File: src/rtl/ebpc_stream_arb.sv
// ebpc_stream_arb: merges the ZNZ and BPC encoder streams into one
// valid/ready stream. Grants alternate between the sources, each grant lasting
// up to MAX_BURST beats. A grant also ends early when its source goes idle.
// The merged output is a single registered stage.
//
// Ports
//   clk_i, rst_i                       clock, synchronous active-high reset
//   znz_data_i/znz_vld_i/znz_rdy_o     zero/non-zero input stream
//   bpc_data_i/bpc_vld_i/bpc_rdy_o     bit-plane input stream
//   data_o/src_o/beat_o/vld_o/rdy_i    merged stream: word, source (1 = BPC),
//                                      beat index within the grant, handshake
module ebpc_stream_arb #(
    parameter int unsigned DATA_W    = 8,
    parameter int unsigned MAX_BURST = 8
) (
    input  logic                         clk_i,
    input  logic                         rst_i,
    input  logic [DATA_W-1:0]            znz_data_i,
    input  logic                         znz_vld_i,
    output logic                         znz_rdy_o,
    input  logic [DATA_W-1:0]            bpc_data_i,
    input  logic                         bpc_vld_i,
    output logic                         bpc_rdy_o,
    output logic [DATA_W-1:0]            data_o,
    output logic                         src_o,
    output logic [$clog2(MAX_BURST)-1:0] beat_o,
    output logic                         vld_o,
    input  logic                         rdy_i
);

    localparam int unsigned BEAT_W = $clog2(MAX_BURST);
    localparam logic [BEAT_W-1:0] LAST_BEAT = BEAT_W'(MAX_BURST - 1);

    typedef enum logic [1:0] {
        IDLE    = 2'd0,
        GNT_ZNZ = 2'd1,
        GNT_BPC = 2'd2
    } state_e;

    state_e              state_q, state_d;
    logic                prio_q, prio_d;
    logic [BEAT_W-1:0]   cnt_q, cnt_d;
    logic                vld_q, vld_d;
    logic [DATA_W-1:0]   data_q, data_d;
    logic                src_q, src_d;
    logic [BEAT_W-1:0]   beat_q, beat_d;

    logic                out_free;
    logic                gnt_src;
    logic                gnt_vld;
    logic [DATA_W-1:0]   gnt_data;

    // State and output register
    always_ff @(posedge clk_i) begin
        if (rst_i) begin
            state_q <= IDLE;
            prio_q  <= 1'b0;
            cnt_q   <= '0;
            vld_q   <= 1'b0;
            data_q  <= '0;
            src_q   <= 1'b0;
            beat_q  <= '0;
        end else begin
            state_q <= state_d;
            prio_q  <= prio_d;
            cnt_q   <= cnt_d;
            vld_q   <= vld_d;
            data_q  <= data_d;
            src_q   <= src_d;
            beat_q  <= beat_d;
        end
    end

    // Arbitration, input ready and output register next-state
    always_comb begin
        state_d   = state_q;
        prio_d    = prio_q;
        cnt_d     = cnt_q;
        // Output drains when the sink takes it; otherwise it holds
        vld_d     = vld_q && !rdy_i;
        data_d    = data_q;
        src_d     = src_q;
        beat_d    = beat_q;
        znz_rdy_o = 1'b0;
        bpc_rdy_o = 1'b0;
        out_free  = !vld_q || rdy_i;
        gnt_src   = (state_q == GNT_BPC);
        gnt_vld   = gnt_src ? bpc_vld_i : znz_vld_i;
        gnt_data  = gnt_src ? bpc_data_i : znz_data_i;

        unique case (state_q)
            IDLE: begin
                cnt_d = '0;
                if (prio_q ? bpc_vld_i : znz_vld_i) begin
                    state_d = prio_q ? GNT_BPC : GNT_ZNZ;
                end else if (prio_q ? znz_vld_i : bpc_vld_i) begin
                    state_d = prio_q ? GNT_ZNZ : GNT_BPC;
                end
            end
            GNT_ZNZ, GNT_BPC: begin
                if (gnt_src) bpc_rdy_o = out_free;
                else         znz_rdy_o = out_free;

                if (!gnt_vld) begin
                    // Granted source went idle: hand over immediately
                    state_d = IDLE;
                    prio_d  = !gnt_src;
                end else if (out_free) begin
                    vld_d  = 1'b1;
                    data_d = gnt_data;
                    src_d  = gnt_src;
                    beat_d = cnt_q;
                    if (cnt_q == LAST_BEAT) begin
                        state_d = IDLE;
                        prio_d  = !gnt_src;
                    end else begin
                        cnt_d = BEAT_W'(cnt_q + 1'b1);
                    end
                end
            end
            default: begin
                state_d = IDLE;
            end
        endcase
    end

    assign vld_o  = vld_q;
    assign data_o = data_q;
    assign src_o  = src_q;
    assign beat_o = beat_q;

endmodule

File: config.mk
export PLATFORM = sky130hd
export DESIGN_NAME = ebpc_stream_arb
export DESIGN_NICKNAME = d
export VERILOG_FILES = /design/src/rtl/ebpc_stream_arb.sv
export SDC_FILE = /design/constraint.sdc
export NUM_CORES = 1
export LEC_CHECK = 0
export BUFFER_PORTS_ARGS = -buffer_cell sky130_fd_sc_hd__clkbuf_2
export CORE_MARGIN = 5
export CORE_UTILIZATION = 47
export DETAILED_ROUTE_END_ITERATION = 7
export GPL_TIMING_DRIVEN = 0
export PLACE_DENSITY_LB_ADDON = 0.1
export SYNTH_ARGS = -nofsm -noshare
export SYNTH_HDL_FRONTEND = slang
export SYNTH_SLANG_ARGS = --single-unit
File: constraint.sdc
create_clock -name clk_i -period 1.8 [get_ports clk_i]
set_input_delay 0.27 -clock clk_i [delete_from_list [all_inputs] [get_ports clk_i]]
set_output_delay 0.27 -clock clk_i [all_outputs]
set_load 0.05 [all_outputs]
==> results of run 1 <==
## per-stage QoR
| stage | hold WS (ps) | util |
|---|---|---|
| 2_1_floorplan | 433 | - |
| 3_3_place_gp | 443 | 0.599 |
| 3_5_place_dp | 448 | 0.599 |
| 4_1_cts | 283 | 0.620 |
| 5_1_grt | 323 | 0.631 |
| 6_report | 317 | 0.631 |
## sequential cells by signal (all words and copies together) (netlist names)
register  flops
data_o        8
src_o         1
cnt_q         3
state_q       2
beat_o        3
prio_q        1
vld_o         1
## synth_stat cells
cell type,instances,area [sq um]
or3_1,1,6.26
nor2b_1,2,12.5
and3_1,2,12.5
o32a_1,1,10.0
dfxtp_1,19,380
buf_4,1,7.51
o2111ai_1,1,8.76
o211ai_1,4,30.0
buf_2,1,5.00
nor2_1,10,37.5
a211o_1,1,8.76
mux2i_1,8,80.1
o21ai_0,5,25.0
inv_1,5,18.8
a211oi_1,2,15.0
o31ai_1,1,7.51
and3_4,1,11.3
nand3_2,1,10.0
a211oi_2,7,87.6
a21oi_1,8,40.0
ha_1,4,50.1
mux2_4,1,15.0
clkbuf_1,3,11.3
nand3_1,2,10.0
buf_6,1,11.3
nand2_1,9,33.8
nand2b_1,3,18.8
## cells by family after synthesis
group / count (synthesis)
AOI/OAI and AO/OA: 30
adders and majority gates: 4
buffers and inverters: 11
DFF: 19
muxes: 9
and+or+nand+nor: 31
## layout make-up
class | count | area share
clock buffers | 3 | 0.0182
plain buffers | 5 | 0.0303
clock inverters | 1 | 0.00404
inverters | 5 | 0.0152
well taps | 27 | 0.0273
repair buffers | 35 | 0.146
flip-flops and latches | 19 | 0.308
multi-input cells | 74 | 0.451
## worst max-delay path, delay by kind of cell, from the launching register on
| family | cells | cell delay [ps] |
|---|---|---|
| adders and majority gates | 1 | 330 |
| and+or+nand+nor | 1 | 150 |
| buffers and inverters | 2 | 300 |
| DFF | 1 | 360 |
## routing by layer
| layer | vias up | GRT usage | part of all wire |
|---|---|---|---|
| li1 | 450 | - | - |
| met1 | 415 | 0.173 | 0.42 |
| met2 | 30 | 0.275 | 0.51 |
| met3 | 2 | 0.0350 | 0.064 |
| met4 | 0 | 0.0417 | 0.0032 |
| met5 | - | 0 | 0 |
## placed cells by master, fill, tap and decap left out, types with 5 or more instances in the layout
master	netlist	layout
dfxtp_1	19	18
nor2_1	10	9
o21ai_0	5	5
clkbuf_2	0	33
a21oi_1	8	8
a211oi_2	7	7
mux2i_1	8	8
nand2_1	9	9
## path summary, 6_finish.rpt
| path | depth (start not counted) | to | slack (ps) |
|---|---|---|---|
| worst max-delay path | 4 | bpc_rdy_o | 90 |
| worst min-delay path | 3 | data_o[5] | 320 |
| worst max register to register | 6 | state_q[1] | 130 |
| worst min register to register | 2 | beat_o[2] | 460 |
## power by group
part           total [mW]  switching (mW)  internal [mW]
clock network       0.215           0.133         0.0826
logic               0.471           0.307          0.164
registers           0.490          0.0258          0.464
total                1.18           0.465          0.711
## what timing repair did
item                                    in CTS  in global routing
resized for setup                            6                  5
hold endpoints to repair                     0                  0
endpoints found under the setup margin       2                  4
==> impl_metrics.ini, run 1 <==
[synth]
syn_area_per_cell_sq_um = 9.28
synthSimpleGateAreaFrac = 0.158
synth_compound_area_frac = 0.241
synth_nets = 129
synth_top_family_by_area = compound AO/OA/AOI/OAI gates
syn-cell-area_sq_um = 965
muxShareOfSynthArea = 0.0986
synth-xor-area-share = 0
synthAdderAreaFrac = 0.0519
ys_ff_latch = 19
yosysWarnings = 0
seq_area_frac_synth = 0.394
synthCells = 104
synth_cell_types = 27

[final_layout]
diodes = 0
fin_cells = 169
drive_above_1_share = 0.401
multi_input_area_sq_um = 558
layout.nets = 168
fill_cells = 193
stdcell_area_sq_um = 1240
seq_area_sq_um = 382
area_growth_pct = 28.3

[detailed_routing]
num_vias = 897
dr.first_iter.drc_count = 6
drc = 0
drtPass1Iterations = 4
final_antenna_net_count = 0
viasPerCell = 5.31
wl_per_cell_microns = 13.1
routed_wirelength_microns = 2220

[placed_design]
gp_congestion = 0.793
placed_cells = 166
post-dp-hpwl_microns = 1670
dp_slack_ps = 72.6
numPortBuffers = 35
dpl_cell_area_sq_um = 1180

[sta]
tightest_slew_ps = 582
setup_tns_ps = 0
setup_viol = 0
hold_viol = 0
fin_skew_ps = 8.42
rsz0062_at_grt = no
slew_headroom = 0.612
period_share = 0.949
drv_slew = 0
max_freq_ghz = 0.585
fin_ws_ps = 91.5
period_needed_ps = 1710

[global_route]
grt_pass1_wl_microns = 3910
grt_max_degree = 12
track_usage = 0.151
overflow = 0
antenna_found_initial = 0
grt_pass1_vias = 951

[hold_path]
hp-class = input port to flop
min-delay-start = znz_data_i[5]

[floorplanning]
initial_core_util = 0.492
die_h_microns = 55.3
core_area_sq_um = 1960
dieArea_sq_um = 3060
placementRows = 16
chipWidth_microns = 55.3
io_pins = 36

[clocking]
cts-root-buf = clkbuf_4
clk_path_buf_depth = 2
ctsHoldBuffers = 0
cts_tree = built
post_cts_buffers = 0
numClockSinks = 19
clk_latency_ps = 290
clk_pin_slew_ps = 110
cts_made_buffers = 3
cts_max_level = 1

[outcome]
status = completed

[worst_setup_path]
crit_fanout = 10
critPathKind = flop to primary output
slowest_delay_ps = 360
path_cells = inv_1 > ha_4 > and3_1 > clkbuf_4
startpoint_type = flop
required_ps = 1530
endpoint_kind = primary output
cp_slowest_cell = dfxtp_2
worstReg2RegStart = cnt_q[0]
arrival_ps = 1440
cp-startpoint = state_q[1]

[pwr]
power_density_nw_per_um2 = 950
p_leak_nw = 0.508
ir_drop_mv = 0.489
p_total_mw = 1.18

[flow_run]
cap_violations = 0
Note: power is estimated with default switching activity, not from simulation.
==> inputs of run 2 (changes only) <==
- CORE_UTILIZATION: 47 -> 50
- CTS_BUF_LIST: default -> sky130_fd_sc_hd__clkbuf_4
==> run 2 against run 1 <==
  * Die area decreased by 4.9%
  * Register-to-register slack about the same
  * Sequential share of layout area about the same
  * Critical endpoint unchanged
  * Largest cell class unchanged
  * Highest routed layer unchanged
==> impl_metrics.ini, run 2 (synthesized netlist as in run 1, its figures left out) <==
[outcome]
status = completed

[global_route]
grt_max_degree = 12
grt_pass1_vias = 867
overflow = 0
antenna_found_initial = 0
track_usage = 0.175
grt_pass1_wl_microns = 3640

[worst_setup_path]
startpoint_type = flop
cp_slowest_cell = dfxtp_2
arrival_ps = 1460
endpoint_kind = primary output
crit_family = flip-flops
worst-path-buf-inv = 2
required_ps = 1530
slowest_delay_ps = 370
critPathKind = flop to primary output
path_cells = inv_1 > ha_4 > and3_1 > clkbuf_4
crit_fanout = 10
rrSetupSlack_ps = 130
worstReg2RegStart = cnt_q[0]
rr_endpoint = state_q[1]
rr_worst_depth = 6

[clocking]
post_cts_buffers = 0
numClockSinks = 19
cts_tree = built
clk_latency_ps = 300
cts-root-buf = clkbuf_4
cts_max_level = 1
clk_path_buf_depth = 2
cts_made_buffers = 3
clk_pin_slew_ps = 110
ctsHoldBuffers = 0

[sta]
fin_skew_ps = 6.32
hold_viol = 0
rsz0062_at_grt = no
period_needed_ps = 1730
setup_viol = 0
slew_headroom = 0.622
drv_slew = 0
max_freq_ghz = 0.579
setup_tns_ps = 0
tightest_slew_ps = 568
period_share = 0.960

[detailed_routing]
dr.first_iter.drc_count = 12
drtPass1Iterations = 4
viasPerCell = 5.44
routed_wirelength_microns = 2250
drc = 0
num_vias = 909
wl_per_cell_microns = 13.4
final_antenna_net_count = 0

[pwr]
p_total_mw = 1.18
power_density_nw_per_um2 = 953
p_leak_nw = 0.509
ir_drop_mv = 0.700

[final_layout]
area_growth_pct = 28.4
drive_above_1_share = 0.401
fin_util = 0.695
final_cell_mix = clkbuf_2, dfxtp_1, nand2_1, nor2_1
final_common_cell = clkbuf_2
largest_reg_flops = 8
layout.nets = 168
diodes = 0

[floorplanning]
core_area_sq_um = 1780
die_h_microns = 53.9
placementRows = 15
dieArea_sq_um = 2910
initial_core_util = 0.541
chipWidth_microns = 53.9
io_pins = 36

[hold_path]
hold-path-cell-count = 3
min-delay-start = znz_data_i[7]
hp-class = input port to flop
min_to = data_o[7]

[placed_design]
gp_congestion = 0.729
post-dp-hpwl_microns = 1680
numPortBuffers = 35

[flow_run]
cap_violations = 0
## run 2: cell counts in the layout (fill, tap and decap cells not counted)
Identical to the previous run, type by type.
## run 2: worst max path at each step
stage / start / endpoint / slack, ps / cells after the start
detailed placement: state_q[1] / data_o[4] / 50 / 7
CTS: state_q[1] / znz_rdy_o / 20 / 5
global placement: state_q[0] / bpc_rdy_o / 100 / 5
global route: state_q[0] / bpc_rdy_o / 20 / 5
finish: state_q[1] / bpc_rdy_o / 70 / 4
floorplan: state_q[1] / znz_rdy_o / 130 / 5
## run 2: cell type report
type,count,area [sq um]
Timing Repair Buffer,35,184
Fill cell,163,544
Multi-Input combinational cell,74,558
Buffer,5,37.5
Tap cell,25,31.3
Clock inverter,1,5.00
Clock buffer,3,22.5
Inverter,5,18.8
Sequential cell,19,382
## run 2: per-stage QoR
step	setup WS, ps	hold slack [ps]	area [sq um]	instances
final	71.6	294	1240	167
after global routing	16.5	284	1240	167
after CTS	24.7	279	1230	167
after detailed placement	48.1	455	1170	164
after global placement	99.5	443	1170	164
after floorplan	129	433	967	104
## run 2: worst reg2reg max path: stages (launching register included)
cell and delay (ps):
dfxtp_1 390, ha_1 170, ha_1 220, inv_1 110, o211ai_1 330, o32a_1 250, o21ai_0 80
## run 2: repair_timing
| item | in CTS | in global routing |
|---|---|---|
| resized for setup | 9 | 3 |
| pin swaps | 0 | 0 |
| endpoints found under the setup margin | 2 | 2 |
## run 2: per-layer routing
layer / global-route usage / wire, microns / part of all wire
met1: 0.196 / 942 / 0.42
met2: 0.315 / 1090 / 0.49
met3: 0.0443 / 184 / 0.082
met4: 0.0681 / 25 / 0.011
met5: 0 / 0 / 0
## run 2: where the power goes
group	total [mW]	switching [mW]	internal [mW]	leakage, nW
Clock	0.217	0.134	0.0828	0.0177
Sequential	0.490	0.0261	0.464	0.155
Combinational	0.474	0.306	0.168	0.336
